<file path="src/rtl/crypto1_pkg.sv">
// Shared definitions for the Crypto-1 candidate extension stage:
// filter function constants, FSM state encoding and the 20-bit filter.
package crypto1_pkg;

   localparam logic [15:0] FA_NLF = 16'h9E98;
   localparam logic [15:0] FB_NLF = 16'hB48E;
   localparam logic [31:0] FC_NLF = 32'hEC57E80A;

   typedef enum logic [2:0] {
      IDLE  = 3'd0,
      FETCH = 3'd1,
      EVAL  = 3'd2,
      EMIT  = 3'd3,
      BACK  = 3'd4
   } ext_state_t;

   function automatic logic [3:0] bitrev4(input logic [3:0] n);
      return {n[0], n[1], n[2], n[3]};
   endfunction

   // Nibble i feeds first-layer table t_i; t_0 lands in idx bit 4, t_4 in idx bit 0.
   function automatic logic filter20(input logic [19:0] x);
      logic [4:0] idx;
      logic [3:0] r;
      idx = '0;
      for (int i = 0; i < 5; i++) begin
         r = bitrev4(x[4*i +: 4]);
         idx[4-i] = (i == 2 || i == 4) ? FB_NLF[r] : FA_NLF[r];
      end
      return FC_NLF[idx];
   endfunction

endpackage

</file>
<file path="src/rtl/crypto1_filter20.sv">
// Combinational Crypto-1 filter over a 20-bit LFSR window.
module crypto1_filter20
   import crypto1_pkg::*;
(
   input  logic [19:0] x,
   output logic        y
);

   assign y = filter20(x);

endmodule

</file>
<file path="src/rtl/crypto1_extend.sv">
// Depth-first extension of 20-bit filter candidates by EXT LFSR bits,
// pruned against EXT keystream bits; survivors are streamed out.
//
// Handshakes: a transfer happens on a rising CLK edge where VALID and READY
// are both high. The sender holds VALID and its payload stable until that
// edge; READY may change freely. CAND_READY and OUT_VALID are decoded
// directly from the state register and never depend on the partner's signal.
module crypto1_extend
   import crypto1_pkg::*;
#(
   parameter int EXT = 8
)
(
   input  logic                CLK,
   input  logic                RESETn,
   input  logic                START,
   input  logic [EXT-1:0]      KS,
   input  logic                CAND_VALID,
   input  logic [19:0]         CAND,
   output logic                CAND_READY,
   input  logic                SRC_DONE,
   output logic                OUT_VALID,
   output logic [20+EXT-1:0]   OUT_STATE,
   input  logic                OUT_READY,
   output logic                BUSY,
   output logic                DONE,
   output logic [15:0]         SURV_CNT,
   output ext_state_t          DBG_STATE
);

   localparam int W  = 20 + EXT;
   localparam int LW = (EXT > 1) ? $clog2(EXT) : 1;

   ext_state_t     state, state_n;
   logic [W-1:0]   wr, wr_n;
   logic [LW-1:0]  lvl, lvl_n, lvl_inc, lvl_dec;
   logic [EXT-1:0] br, br_n;
   logic [EXT-1:0] ks, ks_n;
   logic           busy, busy_n;
   logic           done, done_n;
   logic [15:0]    cnt, cnt_n;
   logic [19:0]    n_eval;
   logic           filt;
   logic           pass;

   // Only filter instance: the window formed by shifting in the current branch bit.
   assign n_eval = {wr[18:0], br[lvl]};

   crypto1_filter20 u_filter (
      .x (n_eval),
      .y (filt)
   );

   assign pass    = (filt == ks[lvl]);
   assign lvl_inc = lvl + LW'(1);
   assign lvl_dec = lvl - LW'(1);

   // Next-state and datapath updates for the depth-first walk.
   always_comb begin
      state_n = state;
      wr_n    = wr;
      lvl_n   = lvl;
      br_n    = br;
      ks_n    = ks;
      busy_n  = busy;
      done_n  = done;
      cnt_n   = cnt;
      if (START) begin
         ks_n    = KS;
         done_n  = 1'b0;
         cnt_n   = '0;
         busy_n  = 1'b1;
         state_n = FETCH;
      end else begin
         case (state)
            IDLE: ;
            FETCH: begin
               if (CAND_VALID) begin
                  wr_n     = {{EXT{1'b0}}, CAND};
                  lvl_n    = '0;
                  br_n[0]  = 1'b0;
                  state_n  = EVAL;
               end else if (SRC_DONE) begin
                  done_n  = 1'b1;
                  busy_n  = 1'b0;
                  state_n = IDLE;
               end
            end
            EVAL: begin
               if (pass) begin
                  wr_n = {wr[W-2:0], br[lvl]};
                  if (lvl == LW'(EXT-1)) begin
                     state_n = EMIT;
                  end else begin
                     lvl_n         = lvl_inc;
                     br_n[lvl_inc] = 1'b0;
                  end
               end else if (!br[lvl]) begin
                  br_n[lvl] = 1'b1;
               end else begin
                  state_n = BACK;
               end
            end
            EMIT: begin
               if (OUT_READY) begin
                  cnt_n = (cnt == 16'hFFFF) ? cnt : cnt + 16'd1;
                  wr_n  = wr >> 1;
                  if (!br[lvl]) begin
                     br_n[lvl] = 1'b1;
                     state_n   = EVAL;
                  end else begin
                     state_n = BACK;
                  end
               end
            end
            BACK: begin
               if (lvl == '0) begin
                  state_n = FETCH;
               end else begin
                  wr_n  = wr >> 1;
                  lvl_n = lvl_dec;
                  if (!br[lvl_dec]) begin
                     br_n[lvl_dec] = 1'b1;
                     state_n       = EVAL;
                  end
               end
            end
            default: state_n = IDLE;
         endcase
      end
   end

   // State register.
   always_ff @(posedge CLK) begin
      if (!RESETn) state <= IDLE;
      else         state <= state_n;
   end

   // Datapath and status registers.
   always_ff @(posedge CLK) begin
      if (!RESETn) begin
         wr   <= '0;
         lvl  <= '0;
         br   <= '0;
         ks   <= '0;
         busy <= 1'b0;
         done <= 1'b0;
         cnt  <= '0;
      end else begin
         wr   <= wr_n;
         lvl  <= lvl_n;
         br   <= br_n;
         ks   <= ks_n;
         busy <= busy_n;
         done <= done_n;
         cnt  <= cnt_n;
      end
   end

   assign CAND_READY = (state == FETCH);
   assign OUT_VALID  = (state == EMIT);
   assign OUT_STATE  = wr;
   assign BUSY       = busy;
   assign DONE       = done;
   assign SURV_CNT   = cnt;
   assign DBG_STATE  = state;

endmodule

</file>
<file path="config.mk">
export PLATFORM = sky130hd
export DESIGN_NAME = crypto1_extend
export DESIGN_NICKNAME = d
export VERILOG_FILES = /design/src/rtl/crypto1_pkg.sv /design/src/rtl/crypto1_filter20.sv /design/src/rtl/crypto1_extend.sv
export SDC_FILE = /design/constraint.sdc
export NUM_CORES = 1
export LEC_CHECK = 0
export CAP_MARGIN = 0
export CORE_ASPECT_RATIO = 1.2
export CORE_MARGIN = 2
export CORE_UTILIZATION = 45
export CTS_CLUSTER_SIZE = 40
export DETAILED_ROUTE_END_ITERATION = 16
export GPL_TIMING_DRIVEN = 0
export PLACE_DENSITY = 0.7
export REMOVE_ABC_BUFFERS = 1
export SETUP_SLACK_MARGIN = 0.2
export SKIP_CTS_REPAIR_TIMING = 1
export SLEW_MARGIN = 15
export SYNTH_ARGS = -nofsm -noshare
export SYNTH_HDL_FRONTEND = slang
export SYNTH_SLANG_ARGS = --single-unit
</file>
<file path="constraint.sdc">
create_clock -name CLK -period 4.25 [get_ports CLK]
set_input_delay 0.425 -clock CLK [delete_from_list [all_inputs] [get_ports CLK]]
set_output_delay 0.425 -clock CLK [all_outputs]
set_load 0.01 [all_outputs]
</file>
==> results.json, run 1 <==
{
  "outcome": "finished clean",
  "port_buffers": 84,
  "nets": 694,
  "r2r_slack_ns": 0.44,
  "post-route-min-period_ns": 3.81,
  "cp_slowest_cell": "dfxtp_1",
  "antenna_found_initial": 0,
  "cts_sinks": 72,
  "finalClockSkew_ns": 0.00383,
  "final_area_um2": 5940,
  "synthCells": 592,
  "reg2reg_depth": 14,
  "yosysSeqAreaShare_pct": 30.3,
  "dieArea_um2": 11400,
  "rsz0062_at_grt": "no",
  "p_leak_nw": 2.17,
  "synthArstFlopShare_pct": 0,
  "post-route-period-util_pct": 89.7,
  "fmax_mhz": 262,
  "synth_seq_cells": 72,
  "cts-root-buf": "clkbuf_16",
  "first_iter_violations": 323,
  "dr.pass1.iters": 5,
  "crit_path_max_fanout": 34,
  "fp.dieH_um": 117,
  "hold_path_depth": 2,
  "grt_pass1_wl_mm": 22.1,
  "cts_tree": "built",
  "multi_input_area_um2": 3090,
  "regArea_um2": 1450,
  "gr-total-overflow": 0,
  "relSlewSlack_pct": 47.2,
  "ys_warn_count": 0,
  "worstSetupStartpointType": "flip-flop",
  "cpPeakStageDelay_ns": 0.47,
  "start_util_pct": 45.7,
  "dp.cells": 765,
  "fill_cells": 982,
  "cts_buffer_depth": 2,
  "crit_start": "OUT_STATE[1]",
  "cts_htree_levels": 3,
  "final_max_slew_viol_count": 0,
  "worst_hold_slack_ns": 0.496,
  "rr_startpoint": "OUT_STATE[1]",
  "pre_cts_slack_ns": -0.969,
  "clkSlewWorstSetupHoldPaths_ns": 0.05,
  "synth_area_um2": 4760,
  "cp-end-kind": "flip-flop",
  "die_x_um": 97.9,
  "drc_errors": 0,
  "setup_viol": 0,
  "synth_cell_types": 60,
  "dr_total_vias": 4816,
  "path_class": "flip-flop to flip-flop",
  "place_congestion": 0.917,
  "setup_tns_ns": 0,
  "post_dp_cell_area_um2": 5620,
  "area_growth_pct": 24.8,
  "tightest_slew_ns": 0.792,
  "numCtsBuffers": 9,
  "clk-insertion-delay-late_ns": 0.34,
  "detail_route.wl_per_cell_um": 17.5,
  "power_mw": 1.77,
  "crit_required_ns": 4.47,
  "detail-route-antenna-nets": 0,
  "ys.flop_type": "dfxtp_1",
  "crit_chain": "inv_1 > ha_1 > mux2_2 > o21a_1 > o211ai_1 > mux2i_4 > a31o_2 > nand2_4 > and2_1 > o21ai_0 > inv_1 > ha_1 > mux2i_1 > mux2i_1",
  "post-route-util_pct": 57.1,
  "via_per_inst": 6.15,
  "hold_viol_final": 0,
  "power.density_nw_per_um2": 297,
  "diodes": 0,
  "drive_above_1_share_pct": 8.26,
  "grt.total_usage_pct": 23.6,
  "grt_start_max_net_pins": 43,
  "coreArea_um2": 10400,
  "finalNonFillerCells": 783,
  "ir_worst_vdd_v": 0.000206,
  "rows": 41,
  "critical_path_arrival_ns": 4.03,
  "drv_cap": 0,
  "dp_hpwl_mm": 9.31,
  "synth_area_per_cell_um2": 8.04,
  "grt_pass1_vias": 4568,
  "synth_edf_count": 0,
  "routed_wl_mm": 13.7,
  "pin_count": 85,
  "min_path_type": "flip-flop to flip-flop",
  "setup_ws_ns": 0.436
}
==> worst max-delay path: cells and delay by family (launching register included) <==
family / cells / cell delay, ns
AND/OR/NAND/NOR: 2 / 0.52
AO/OA/AOI/OAI: 4 / 1.16
adder cells (fa/ha/maj): 2 / 0.51
buffers and inverters: 2 / 0.16
flip-flops: 1 / 0.47
multiplexers: 4 / 0.86
==> kinds of logic (layout without fill, tap and decap cells) <==
kind of cell               Yosys count  count (layout)  synth area share [%]
xor gates and xnor gates            15              15                  2.76
DFF                                 72              72                  30.3
buffers and inverters               65             126                  5.60
and+or+nand+nor                    199             200                  19.4
AOI/OAI and AO/OA                  194             194                  29.1
muxes                               36              36                  9.98
adders and majority gates           11              11                  2.89
==> report_power, final <==
part | leakage [nW] | switching [mW] | total (mW) | internal (mW)
combinational | 1.45 | 0.169 | 0.318 | 0.149
sequential | 0.588 | 0.0443 | 0.746 | 0.702
clock | 0.129 | 0.289 | 0.701 | 0.412
==> layout make-up <==
| class | count | share of cell area (%) |
|---|---|---|
| sequential | 72 | 24.4 |
| multi-input combinational | 456 | 52.0 |
| clock buffer | 12 | 4.15 |
| timing repair buffer | 85 | 14.6 |
| timing repair inverter | 1 | 0.0842 |
| tap | 129 | 2.72 |
| inverter | 24 | 1.58 |
| clock inverter | 4 | 0.484 |
==> routing by layer <==
layer,GRT usage [%],share of wire [%],routed length [um]
met1,28.1,42,5730
met2,40.6,49,6690
met3,5.27,7.4,1020
met4,10.8,1.9,261
met5,0,0,0
==> synth_stat cells, drive strengths merged (3+ instances only) <==
cell type | count | area, um^2
inv | 22 | 82.6
xor2 | 10 | 87.6
ha | 11 | 138
mux2i | 21 | 235
mux4 | 6 | 139
dfxtp | 72 | 1440
nor3 | 21 | 105
o311a | 3 | 30.0
a22o | 27 | 236
nor2 | 77 | 292
and3 | 5 | 36.3
mux2 | 9 | 101
o21ai | 41 | 205
nand2b | 7 | 43.8
o31ai | 5 | 37.5
nand4 | 5 | 31.3
buf | 18 | 90.1
nor2b | 5 | 31.3
xnor2 | 5 | 43.8
nand2 | 44 | 168
nand3 | 9 | 45.0
a22oi | 22 | 165
o211a | 3 | 30.0
clkbuf | 23 | 86.3
a211oi | 5 | 37.5
nor3b | 3 | 22.5
a21oi | 42 | 214
o21a | 4 | 30.0
and2 | 9 | 56.3
o221ai | 6 | 52.6
or3 | 10 | 67.6
a221oi | 18 | 158
==> layout by cell type, fill, tap and decap left out, types with 3 or more instances in the layout <==
master / n
a211oi_1: 5
a21oi_1: 41
a221oi_1: 18
a22o_1: 27
a22oi_1: 22
and2_1: 9
and3_1: 4
clkbuf_16: 9
clkdlybuf4s50_1: 84
clkinvlp_4: 3
dfxtp_1: 68
ha_1: 11
inv_1: 20
mux2_2: 9
mux2i_1: 19
mux4_2: 5
nand2_1: 43
nand2b_1: 7
nand3_1: 9
nand4_1: 5
nor2_1: 73
nor2_4: 3
nor2b_1: 5
nor3_1: 21
nor3b_1: 3
o211a_1: 3
o21a_1: 4
o21ai_0: 38
o21ai_1: 3
o221ai_1: 6
o311a_1: 3
o31ai_1: 5
or3_1: 9
xnor2_1: 5
xor2_1: 10
==> worst min-delay path by stage <==
stage	start	end	slack (ns)
CTS	DONE	DONE	0.49
finish	ks[4]	ks[4]	0.50
global placement	DONE	DONE	0.46
global route	br[6]	br[6]	0.52
detailed placement	DONE	DONE	0.47
floorplan	ks[2]	ks[2]	0.45
==> flip-flops by register name, summed over array words and instances (netlist names), named ones only <==
signal,flops
OUT_STATE,28
SURV_CNT,16
br,8
ks,8
DBG_STATE,3
lvl,3
BUSY,1
DONE,1
Power figures use the tool's default switching activity.
==> run 2, diff against run 1 <==
--- a/config.mk
+++ b/config.mk
@@ -8,11 +8,10 @@
 export CAP_MARGIN = 0
 export CORE_ASPECT_RATIO = 1.2
 export CORE_MARGIN = 2
-export CORE_UTILIZATION = 45
+export CORE_UTILIZATION = 25
 export CTS_CLUSTER_SIZE = 40
 export DETAILED_ROUTE_END_ITERATION = 16
 export GPL_TIMING_DRIVEN = 0
-export PLACE_DENSITY = 0.7
 export REMOVE_ABC_BUFFERS = 1
 export SETUP_SLACK_MARGIN = 0.2
 export SKIP_CTS_REPAIR_TIMING = 1
==> run 2 against run 1 <==
Effect of this change: critical path depth unchanged; worst hold slack got worse by 0.019 ns; clock power up 11%; utilization shrank 24 points; non-clock buffer count rose by 2; clock-buffer cell count increased by 1; sequential share of layout area is 0.89 points lower; register-to-register slack got worse by 0.02 ns; die area grew 77%; largest cell class unchanged.
==> results.json, run 2 (synthesized netlist as in run 1, its figures left out) <==
{
  "port_buffers": 84,
  "drive_above_1_share_pct": 8.55,
  "fill_cells": 2018,
  "dieArea_um2": 20200,
  "outcome": "finished clean",
  "place_congestion": 0.866,
  "post-route-min-period_ns": 3.84,
  "worstSetupStartpointType": "flip-flop",
  "regArea_um2": 1450,
  "tightest_slew_ns": 0.830,
  "pin_count": 85,
  "grt_pass1_vias": 4464,
  "numCtsBuffers": 9,
  "finalClockSkew_ns": 0.0144,
  "cts_buffer_depth": 2,
  "fp.dieH_um": 155,
  "setup_viol": 0,
  "multi_input_area_um2": 3090,
  "p_leak_nw": 2.20,
  "setup_tns_ns": 0,
  "power.density_nw_per_um2": 300,
  "cp-end-kind": "flip-flop",
  "dr_total_vias": 4720,
  "critical_path_arrival_ns": 4.05,
  "largest_reg_flops": 28,
  "detail_route.wl_per_cell_um": 15.9,
  "critPathTopFamily": "compound AO/OA/AOI/OAI gates",
  "routed_wl_mm": 14.5,
  "cts_htree_levels": 3,
  "crit_chain": "inv_1 > ha_1 > mux2_2 > o21a_1 > o211ai_1 > mux2i_4 > a31o_2 > nand2_4 > and2_1 > o21ai_0 > inv_1 > ha_1 > mux2i_1 > mux2i_1",
  "crit_required_ns": 4.47,
  "clk-insertion-delay-late_ns": 0.34,
  "area_growth_pct": 29.5,
  "grt.total_usage_pct": 14.2,
  "final_common_cell": "clkdlybuf4s50_1",
  "die_x_um": 130,
  "post-route-period-util_pct": 90.2,
  "via_per_inst": 5.18,
  "clkSlewWorstSetupHoldPaths_ns": 0.06,
  "final_cell_mix": "84 x clkdlybuf4s50_1, 73 x nor2_1, 68 x dfxtp_1, 43 x nand2_1, 41 x a21oi_1",
  "gr-total-overflow": 0,
  "post-route-util_pct": 32.8,
  "path_buf_inv": 2,
  "diodes": 0,
  "first_iter_violations": 477,
  "cts_tree": "built",
  "ir_worst_vdd_v": 0.000200,
  "path_class": "flip-flop to flip-flop",
  "drc_errors": 0,
  "hold_viol_final": 0,
  "relSlewSlack_pct": 44.7,
  "cts_sinks": 72,
  "fmax_mhz": 261,
  "crit_path_max_fanout": 34,
  "cts-root-buf": "clkbuf_16",
  "rsz0062_at_grt": "yes",
  "rows": 55,
  "dr.pass1.iters": 5,
  "final_max_slew_viol_count": 0,
  "min_path_type": "flip-flop to flip-flop",
  "antenna_found_initial": 0,
  "drv_cap": 0,
  "grt_start_max_net_pins": 37,
  "nets": 696,
  "cpPeakStageDelay_ns": 0.50,
  "start_util_pct": 25.3,
  "dp_hpwl_mm": 9.76,
  "cp_slowest_cell": "dfxtp_1",
  "grt_pass1_wl_mm": 23.0,
  "detail-route-antenna-nets": 0,
  "coreArea_um2": 18800
}
[run 2: layout make-up]
cell class | count | share of cell area (%)
repair inverters | 1 | 0.0812
clock buffers | 13 | 4.22
well taps | 256 | 5.19
repair buffers | 87 | 14.8
inverters | 24 | 1.52
multi-input cells | 456 | 50.1
clock inverters | 2 | 0.629
flip-flops and latches | 72 | 23.5
[run 2: final timing paths]
kind                startpoint   endpoint  slack, ns  depth (start not counted)
hold / removal            DONE       DONE       0.48                          2
setup / recovery  OUT_STATE[1]  flip-flop       0.41                         14
hold reg to reg           DONE       DONE       0.48                          2
setup reg to reg  OUT_STATE[1]  flip-flop       0.41                         14
[run 2: stage by stage]
| stage | hold WS (ns) | std cells | area, um^2 | setup WS, ns | power [mW] |
|---|---|---|---|---|---|
| after global placement | 0.450 | 891 | 5750 | -1.02 | 1.07 |
| after CTS | 0.480 | 909 | 6130 | -1.13 | 1.87 |
| after global routing | 0.525 | 911 | 6170 | 0.0786 | 1.94 |
| final | 0.476 | 911 | 6170 | 0.415 | 1.85 |
| after detailed placement | 0.462 | 894 | 5830 | -1.15 | 1.08 |
| after floorplan | 0.455 | 551 | 4590 | 0.566 | 0.938 |
[run 2: per-layer routing]
layer	wire, um	GRT usage [%]
met1	6660	18.6
met2	6700	23.1
met3	1040	4.30
met4	91	2.71
met5	0	0
[run 2: worst register-to-register path, cell delays in order, from the launching register on]
cell,delay [ns]
dfxtp_1,0.50
inv_1,0.09
ha_1,0.31
mux2_2,0.30
o21a_1,0.17
o211ai_1,0.30
mux2i_4,0.36
a31o_2,0.32
nand2_4,0.26
and2_1,0.27
o21ai_0,0.35
inv_1,0.09
ha_1,0.20
mux2i_1,0.12
mux2i_1,0.08
[run 2: report_power, final]
group	internal, mW	switching, mW
registers	0.702	0.0450
clock network	0.485	0.292
logic	0.154	0.173
